`src/rtl/hsv_pat_pkg.sv`:
```
`default_nettype none
// ============================================================================
//  Module   : hsv_pat_pkg
//  Purpose  : Shared types and widths for the HSV test-pattern generator.
//             Provides the pattern-mode enum, the HSV/coordinate widths and
//             a helper that returns the next pattern in the rotation.
//  Revision : 1.0  initial release
// ============================================================================
package hsv_pat_pkg;

   localparam int HSV_W   = 8;
   localparam int COORD_W = 10;

   typedef enum logic [1:0] {
      MODE_HBAR  = 2'd0,
      MODE_VBAR  = 2'd1,
      MODE_DIAG  = 2'd2,
      MODE_SOLID = 2'd3
   } mode_e;

   // Rotation order HBAR -> VBAR -> DIAG -> SOLID -> HBAR
   function automatic mode_e mode_succ(input mode_e m);
      mode_e r;
      case (m)
         MODE_HBAR : r = MODE_VBAR;
         MODE_VBAR : r = MODE_DIAG;
         MODE_DIAG : r = MODE_SOLID;
         default   : r = MODE_HBAR;
      endcase
      return r;
   endfunction

endpackage
`default_nettype wire

```
`src/rtl/hsv_sync_pipe.sv`:
```
`default_nettype none
// ============================================================================
//  Module   : hsv_sync_pipe
//  Purpose  : Resettable shift register delaying a BITS-wide bus by DELAY
//             clocks. Each bit has its own reset value (RST_VAL) so that
//             active-low syncs can reset to their inactive level.
//  Ports    : clk    - clock
//             rst_n  - asynchronous reset, active-low
//             i_d    - input bus
//             o_q    - i_d delayed by DELAY cycles
//  Revision : 1.0  initial release
// ============================================================================
module hsv_sync_pipe #(
   parameter int              BITS    = 3,
   parameter int              DELAY   = 3,
   parameter logic [BITS-1:0] RST_VAL = '0
) (
   input  logic            clk,
   input  logic            rst_n,
   input  logic [BITS-1:0] i_d,
   output logic [BITS-1:0] o_q
);

   logic [DELAY-1:0][BITS-1:0] r_stage;

   generate
      if (DELAY == 1) begin : g_single
         always_ff @(posedge clk or negedge rst_n) begin
            if (!rst_n) r_stage[0] <= RST_VAL;
            else        r_stage[0] <= i_d;
         end
      end else begin : g_multi
         always_ff @(posedge clk or negedge rst_n) begin
            if (!rst_n) r_stage <= {DELAY{RST_VAL}};
            else        r_stage <= {r_stage[DELAY-2:0], i_d};
         end
      end
   endgenerate

   assign o_q = r_stage[DELAY-1];

endmodule
`default_nettype wire

```
`src/rtl/hsv_pattern_gen.sv`:
```
`default_nettype none
// ============================================================================
//  Module   : hsv_pattern_gen
//  Purpose  : Per-pixel HSV test-pattern source feeding an HSV->RGB
//             converter. Generates one of four hue patterns from the pixel
//             position, scrolls the hue once per frame, and re-times the
//             display syncs to line up with the converter's RGB output.
//  Ports    : clk, rst_n           - pixel clock, async reset (active-low)
//             hsync_i, vsync_i     - timing syncs (active-low)
//             de_i                 - active-video enable
//             sat_i, val_i         - saturation / value during active video
//             mode_next            - pulse: advance pattern at next frame
//             freeze_i             - hold the hue phase
//             h, s, v              - registered HSV to converter
//             hsync_o/vsync_o/de_o - syncs delayed 1+CONV_LATENCY
//  Config   : HSV_PAT_CHECKER_EN   - halves v on a 32x32 checkerboard
//  Revision : 1.0  initial release
// ============================================================================
module hsv_pattern_gen
   import hsv_pat_pkg::*;
#(
   parameter int               H_SHIFT      = 2,
   parameter int               V_SHIFT      = 1,
   parameter logic [HSV_W-1:0] HUE_STEP     = 8'd1,
   parameter int               CONV_LATENCY = 2
) (
   input  logic             clk,
   input  logic             rst_n,
   input  logic             hsync_i,
   input  logic             vsync_i,
   input  logic             de_i,
   input  logic [HSV_W-1:0] sat_i,
   input  logic [HSV_W-1:0] val_i,
   input  logic             mode_next,
   input  logic             freeze_i,
   output logic [HSV_W-1:0] h,
   output logic [HSV_W-1:0] s,
   output logic [HSV_W-1:0] v,
   output logic             hsync_o,
   output logic             vsync_o,
   output logic             de_o
);

   localparam int              C_SYNC_DELAY = 1 + CONV_LATENCY;
   localparam logic [COORD_W-1:0] C_COORD_MAX = '1;

   logic               r_vsync_prev;
   logic               r_de_prev;
   logic [COORD_W-1:0] r_x;
   logic [COORD_W-1:0] r_y;
   logic [HSV_W-1:0]   r_phase;
   logic               r_pending;
   mode_e              r_mode;
   mode_e              w_mode_nxt;
   logic               w_frame_start;
   logic               w_line_end;
   logic [COORD_W-1:0] w_x_shift;
   logic [COORD_W-1:0] w_y_shift;
   logic [HSV_W-1:0]   w_hue;
   logic [HSV_W-1:0]   w_v_act;
   logic [2:0]         w_sync_q;

   assign w_frame_start = r_vsync_prev & ~vsync_i;
   assign w_line_end    = r_de_prev & ~de_i;

   // ---------------- edge detect history ----------------
   always_ff @(posedge clk or negedge rst_n) begin
      if (!rst_n) begin
         r_vsync_prev <= 1'b1;
         r_de_prev    <= 1'b0;
      end else begin
         r_vsync_prev <= vsync_i;
         r_de_prev    <= de_i;
      end
   end

   // ---------------- pixel coordinates ----------------
   always_ff @(posedge clk or negedge rst_n) begin
      if (!rst_n) begin
         r_x <= '0;
      end else if (!de_i) begin
         r_x <= '0;
      end else if (r_x != C_COORD_MAX) begin
         r_x <= r_x + 10'd1;
      end
   end

   // frame_start wins over a coincident line_end
   always_ff @(posedge clk or negedge rst_n) begin
      if (!rst_n) begin
         r_y <= '0;
      end else if (w_frame_start) begin
         r_y <= '0;
      end else if (w_line_end && (r_y != C_COORD_MAX)) begin
         r_y <= r_y + 10'd1;
      end
   end

   // ---------------- hue phase ----------------
   always_ff @(posedge clk or negedge rst_n) begin
      if (!rst_n) begin
         r_phase <= '0;
      end else if (w_frame_start && !freeze_i) begin
         r_phase <= r_phase + HUE_STEP;
      end
   end

   // ---------------- mode FSM: state register ----------------
   always_ff @(posedge clk or negedge rst_n) begin
      if (!rst_n) begin
         r_mode    <= MODE_HBAR;
         r_pending <= 1'b0;
      end else begin
         r_mode <= w_mode_nxt;
         // Any number of requests within a frame collapse into one step
         if (w_frame_start)  r_pending <= 1'b0;
         else if (mode_next) r_pending <= 1'b1;
      end
   end

   // ---------------- mode FSM: next state ----------------
   always_comb begin
      w_mode_nxt = r_mode;
      if (w_frame_start && (r_pending || mode_next)) begin
         w_mode_nxt = mode_succ(r_mode);
      end
   end

   // ---------------- mode FSM: output (hue select) ----------------
   assign w_x_shift = r_x >> H_SHIFT;
   assign w_y_shift = r_y >> V_SHIFT;

   always_comb begin
      w_hue = r_phase;
      case (r_mode)
         MODE_HBAR : w_hue = w_x_shift[HSV_W-1:0] + r_phase;
         MODE_VBAR : w_hue = w_y_shift[HSV_W-1:0] + r_phase;
         MODE_DIAG : w_hue = w_x_shift[HSV_W-1:0] + w_y_shift[HSV_W-1:0] + r_phase;
         default   : w_hue = r_phase;
      endcase
   end

   // ---------------- value / optional checker overlay ----------------
`ifdef HSV_PAT_CHECKER_EN
   logic w_checker;
   assign w_checker = r_x[5] ^ r_y[5];
   assign w_v_act   = w_checker ? (val_i >> 1) : val_i;
`else
   assign w_v_act   = val_i;
`endif

   // ---------------- registered HSV (black outside active video) ----------------
   always_ff @(posedge clk or negedge rst_n) begin
      if (!rst_n) begin
         h <= '0;
         s <= '0;
         v <= '0;
      end else if (de_i) begin
         h <= w_hue;
         s <= sat_i;
         v <= w_v_act;
      end else begin
         h <= '0;
         s <= '0;
         v <= '0;
      end
   end

   // ---------------- sync re-timing ----------------
   hsv_sync_pipe #(
      .BITS    (3),
      .DELAY   (C_SYNC_DELAY),
      .RST_VAL (3'b110)
   ) u_sync_pipe (
      .clk   (clk),
      .rst_n (rst_n),
      .i_d   ({hsync_i, vsync_i, de_i}),
      .o_q   (w_sync_q)
   );

   assign hsync_o = w_sync_q[2];
   assign vsync_o = w_sync_q[1];
   assign de_o    = w_sync_q[0];

endmodule
`default_nettype wire

```
`config.mk`:
```
export PLATFORM = sky130hd
export DESIGN_NAME = hsv_pattern_gen
export DESIGN_NICKNAME = d
export VERILOG_FILES = /design/src/rtl/hsv_pat_pkg.sv /design/src/rtl/hsv_sync_pipe.sv /design/src/rtl/hsv_pattern_gen.sv
export SDC_FILE = /design/constraint.sdc
export NUM_CORES = 1
export LEC_CHECK = 0
export BUFFER_PORTS_ARGS = -buffer_cell sky130_fd_sc_hd__buf_2
export CAP_MARGIN = 20
export CORE_MARGIN = 2
export CORE_UTILIZATION = 51
export DETAILED_ROUTE_END_ITERATION = 12
export HOLD_SLACK_MARGIN = 0.12
export PLACE_DENSITY_LB_ADDON = 0.1
export SLEW_MARGIN = 0
export SYNTH_ARGS = -nofsm -noshare
export SYNTH_HDL_FRONTEND = slang
export SYNTH_SLANG_ARGS = --single-unit
export TNS_END_PERCENT = 1
```
`constraint.sdc`:
```
create_clock -name clk -period 2.35 [get_ports clk]
set_input_delay 0.235 -clock clk [delete_from_list [all_inputs] [get_ports clk]]
set_output_delay 0.235 -clock clk [all_outputs]
set_load 0.02 [all_outputs]
```
; Word level (Yosys, flattened, before mapping)
; Index checks and enable logic that the tools add are counted.
[classes]
n_eq_ne = 5
bitwise_logic = 4
muxes = 11
n_reduce_logical = 8
n_addsub = 7
[ops]
columns = op, n
row1 = two-way mux 10 bit, 4
row2 = adder 8 bit, 4
row3 = two-way mux 8 bit, 3
row4 = one-hot mux 8 bit (3 select lines), 1
row5 = adder 10 x 1 -> 10 bit (second input constant), 2
row6 = != test 10 bit (second input constant), 2
row7 = adder 8 x 1 -> 8 bit (second input constant), 1
row8 = one-hot mux 2 bit (3 select lines), 1
row9 = nonzero test 2 bit, 2
row10 = logical AND 1 bit, 3
row11 = bitwise AND 1 bit, 2
row12 = == test 2 x 1 -> 1 bit (second input constant), 1
row13 = == test 2 bit (second input constant), 1
row14 = zero test 2 bit, 1
row15 = two-way mux 1 bit, 2
row16 = != test 2 x 1 -> 1 bit (second input constant), 1
row17 = NOT 1 bit, 2
row18 = zero test 1 bit, 1
row19 = logical OR 1 bit, 1
[word_totals]
regBits = 66
elab_cells = 48

; Logic depth before layout (Yosys ltp)
[logic_depth]
depth_word = 5
mapped_depth = 12
mapped_depth_nobuf = 12

; Hierarchy
; From an unflattened synthesis, not the netlist that was laid out.
[unflattened]
hier_cells = 313
hier_area_um2 = 3500.9
[by_module_without_submodules]
columns = module, instances, area_per_inst_um2, cells_each
row1 = hsv_pattern_gen, 1, 3245.6, 301
row2 = hsv_sync_pipe, 1, 255.2, 12

; Worst setup path before layout
; OpenSTA, ideal clock, no wires.
[synth_path]
path_kind = register -> register
startpoint = reg r_x[3]
endpoint = reg h[7]
period_less_slack_ps = 2514
slack_ps = -164
setup_ps = 127
t_arrival_ps = 2387
path_stages_with_launch = 11
path_cell_list = dfrtp_1 -> fa_1 -> ha_1 -> inv_1 -> fa_1 -> nor2b_1 -> o31a_1 -> o22ai_1 -> xnor2_1 -> a221oi_1 -> nor2_1
[synth_between]
elab_chain_cells = 4
word_cells_on_any_way = 5
cone_classes = add/sub (3) / mux (2)
[synth_lines]
columns = item, line
row1 = "start, declared", hsv_pattern_gen.sv:49  ; logic [COORD_W-1:0] r_x;
row2 = "start signal, assigned", hsv_pattern_gen.sv:84  ; r_x <= r_x + 10'd1;
row3 = adder 8 bit (2 in a row), hsv_pattern_gen.sv:138  ; MODE_DIAG : w_hue = w_x_shift[HSV_W-1:0] + w_y_shift[HSV_W-1:0] + r_phase;
row4 = one-hot mux 8 bit (3 select lines) *, hsv_pattern_gen.sv:135  ; case (r_mode)
row5 = two-way mux 8 bit *, hsv_pattern_gen.sv:158  ; end else if (de_i) begin
row6 = "end signal, assigned", hsv_pattern_gen.sv:159  ; h <= w_hue;
row7 = "end, declared", hsv_pattern_gen.sv:36  ; output logic [HSV_W-1:0] h,
; Every way passes the cells marked *; elsewhere a longest branch is shown, timed or not.
; A chain may end at the register's enable or synchronous reset.

; Final worst setup path
[layout_path]
startpoint = reg r_y[2]
endpoint = reg h[7]
[layout_between]
elab_chain_cells = 4
word_cells_on_any_way = 5
cone_classes = add/sub (3) / mux (2)
[layout_lines]
columns = item, line
row1 = "start, declared", hsv_pattern_gen.sv:50  ; logic [COORD_W-1:0] r_y;
row2 = "start signal, assigned", hsv_pattern_gen.sv:95  ; r_y <= r_y + 10'd1;
row3 = adder 8 bit (2 in a row), hsv_pattern_gen.sv:138
row4 = one-hot mux 8 bit (3 select lines) *, hsv_pattern_gen.sv:135
row5 = two-way mux 8 bit *, hsv_pattern_gen.sv:158
; Marked as above.

==> results.tsv <==
stage	metric	value	unit
status	outcome	finished, violations left	
status	violations	negative setup slack	
floorplan	die-area	0.00734	mm^2
placed_design	dp.cells	475	
floorplan	core	0.00639	mm^2
yosys	yosys.area.top_type	dfrtp_1	
layout	antennaDiodeCount	0	
floorplan	io_pins	50	
yosys	synth_cell_types	42	
yosys	ys_top_cells_by_count	dfrtp_1 (58), nor2_1 (32), ha_1 (21)	
pwr	p_per_area	772	mW/mm^2
yosys	synthesis.nets	370	
layout	fin_cells	514	
grt	grt_pass1_wl	13.7	mm
setup_path	path_cells	fa_1, ha_2, inv_1, fa_2, nor2b_2, o31a_1, o22ai_1, xnor2_1, a221oi_2, nor2_1	
setup_path	required	2.58	ns
floorplan	fp.dieH	85.7	um
drt	drt-total-wl	8.03	mm
sta	relSlewSlack	49.1	%
setup_path	crit_arrival	2.77	ns
pwr	p_int	0.00226	W
floorplan	dieWidth	85.7	um
sta	fin_crit	2.54	ns
yosys	ys_seq_area_share	47.3	%
drt	vias	2719	
drt	vias_per_cell	5.29	
floorplan	rows	29	
pwr	p_seq_share	38.1	%
yosys	synth_top_area_share	42.7	%
grt	grt_overflow	0	
sta	finalClockSkew	0.00953	ns
setup_path	crit_type	flop to flop	
layout	syn_to_final_growth	32.3	%
drt	drtIter0Drc	144	
sta	setup_ws	-0.191	ns
pwr	ir_drop	0.000649	V
grt	grt_usage	24.3	%
clock_tree	cts_tree	yes	
yosys	ys_warn_count	0	
clock_tree	clock_sinks	64	
placed_design	port-buffer-count	49	
clock_tree	htree_levels	3	
grt	grt_pass1_vias	2894	
yosys	synth.area.top_cells	dfrtp_1 (43%), ha_1 (7.7%), fa_1 (5.3%)	
sta	finalHoldViolations	0	
sta	period_share	108	%
clock_tree	cts.path.max_buffers	2	
clock_tree	path_clk_slew	0.07	ns
pwr	combPwrFrac	34.6	%
pwr	pwr-share-clk	27.2	%
min_path	hold_class	primary input to flop	
sta	rsz0062_at_grt	true	
setup_path	cpMaxStageDelayCell	fa_1	
setup_path	end_kind	flop	
grt	antenna_found_initial	0	
setup_path	path_max_fanout	2	
sta	fmax	394	MHz
clock_tree	insertion_delay	0.34	ns
yosys	ys_async_sr_fraction	100	%
drt	routedWlPerCell	15.6	um
drt	first_pass_iters	4	
flow_run	drv_cap	0	
clock_tree	cts_inserted_buffers	9	
pwr	swShare	34.9	%
yosys	synthCells	317	
yosys	synth_flop_cell	dfrtp_1	
sta	setup_violations	4	
yosys	synth.most_common_cell	dfrtp_1	
yosys	yosys_register_bits	64	
sta	slew_violations	0	
layout	finish.net_count	485	
setup_path	startpoint_type	flop	
floorplan	start_util	53.3	%
sta	tns	-0.410	ns
sta	worst_pin_slew	0.762	ns
yosys	avgSynthCellArea	10.7	um^2
grt	grt_max_degree	41	
pwr	power_leakage	2.17	nW
drt	route.antenna.remaining_nets	0	
yosys	syn_area	0.00340	mm^2
placed_design	dp_hpwl	5.81	mm
clock_tree	root_buffer	clkbuf_8	
layout	final_layout_size_suffix_gt1_share	32.3	%
layout	fill_cells	482	
yosys	synth_edf_count	0	
drt	drc_errors	0	
placed_design	place_congestion	0.924	
pwr	net-switching-power	0.00121	W
setup_path	cpPeakStageDelay	0.55	ns
==> power groups by stage <==
stage	clock network [W]	logic (W)	registers [W]
3_3_place_gp	0	0.00112	0.00134
4_1_cts	0.000973	0.00118	0.00133
3_5_place_dp	0	0.00113	0.00135
5_1_grt	0.00101	0.00132	0.00134
6_report	0.000946	0.00120	0.00133
2_1_floorplan	0	0.000554	0.00144
==> state kept, by name, summed over array words and instances, names as in the netlist <==
register and count:
u_sync_pipe.o_q 3, r_pending 1, v 8, r_phase 8
h 8, u_sync_pipe.r_stage 6, r_y 10, r_x 10
r_mode 2, s 8
==> placed cells by master (no fill, tap or decap), types with 4 or more instances in the layout <==
cell type	instances
dlygate4sd3_1	19
a21oi_1	11
a211oi_1	4
and2_1	16
buf_4	41
nand4_1	5
clkbuf_8	9
xor2_1	10
dfrtp_1	56
nand3_1	11
buf_2	49
inv_1	15
fa_1	7
dfstp_2	6
nor2_1	32
nor3_1	7
nand2_1	16
mux2_2	6
o21ai_0	19
xnor2_1	20
o22ai_1	4
ha_1	18
==> area by class of cell <==
cell class                      instances  area, um^2  share of cell area (%)
Inverter                               16        60.1                    1.33
Multi-Input combinational cell        231        1770                    39.4
Timing Repair Buffer                  110         763                    17.0
Clock inverter                          7        71.3                    1.59
Tap cell                               77        96.3                    2.14
Sequential cell                        64        1610                    35.8
Clock buffer                            9         124                    2.75
==> per-stage QoR <==
step / total power [W] / util, % / setup slack [ns] / cell area (um^2) / hold WS [ns]
5_1_grt: 0.00367 / 70.5 / -0.324 / 4500 / 0.188
4_1_cts: 0.00348 / 69.8 / -0.203 / 4460 / 0.174
6_report: 0.00347 / 70.5 / -0.191 / 4500 / 0.166
3_5_place_dp: 0.00248 / 63.4 / -0.201 / 4050 / 0.271
3_3_place_gp: 0.00246 / 63.4 / -0.127 / 4050 / 0.265
2_1_floorplan: 0.00200 / - / -0.0939 / 3430 / -0.0606
==> critical path, delay by kind of cell, from the launching register on <==
family                   cells  cell delay, ns
AND/OR/NAND/NOR              2            0.21
flip-flops                   1            0.41
buffers and inverters        1            0.05
adder cells (fa/ha/maj)      3            1.08
AO/OA/AOI/OAI                3            0.54
XOR/XNOR                     1            0.16
==> routing by layer <==
metal,vias to the layer above,track usage [%],wire [um]
met4,0,9.24,148
met1,1325,30.8,3610
met5,-,0,0
met2,55,41.1,4020
li1,1326,-,-
met3,13,4.91,257
==> repair_timing <==
action	4_1_cts	5_1_grt
cloned	0	0
hold endpoints to repair	40	0
pin swaps	4	4
hold buffers	19	0
setup buffers	1	3
gates resized for setup	6	4
endpoints found under the setup margin	4	4
==> logic make-up after synthesis <==
group                    after synthesis  synth area share (%)
multiplexers                           9                  2.87
flip-flops                            64                  47.3
AO/OA/AOI/OAI                         58                  11.2
XOR/XNOR                              30                  7.72
buffers and inverters                 22                  2.43
AND/OR/NAND/NOR                      104                  15.5
adder cells (fa/ha/maj)               30                  13.0
==> path summary, 6_finish.rpt <==
check                      slack [ns]              startpoint  cells past startpoint                      to
hold / removal                   0.17               mode_next                      3               r_pending
setup reg to reg                -0.19                  r_y[2]                     10                    h[7]
min in group asynchronous        0.42                   rst_n                      2                  r_x[5]
setup / recovery                -0.19                  r_y[2]                     10                    h[7]
hold reg to reg                  0.36  u_sync_pipe.r_stage[4]                      0      u_sync_pipe.o_q[1]
max in group asynchronous        1.26                   rst_n                      3  u_sync_pipe.r_stage[5]
(Power assumes the default switching activity.)
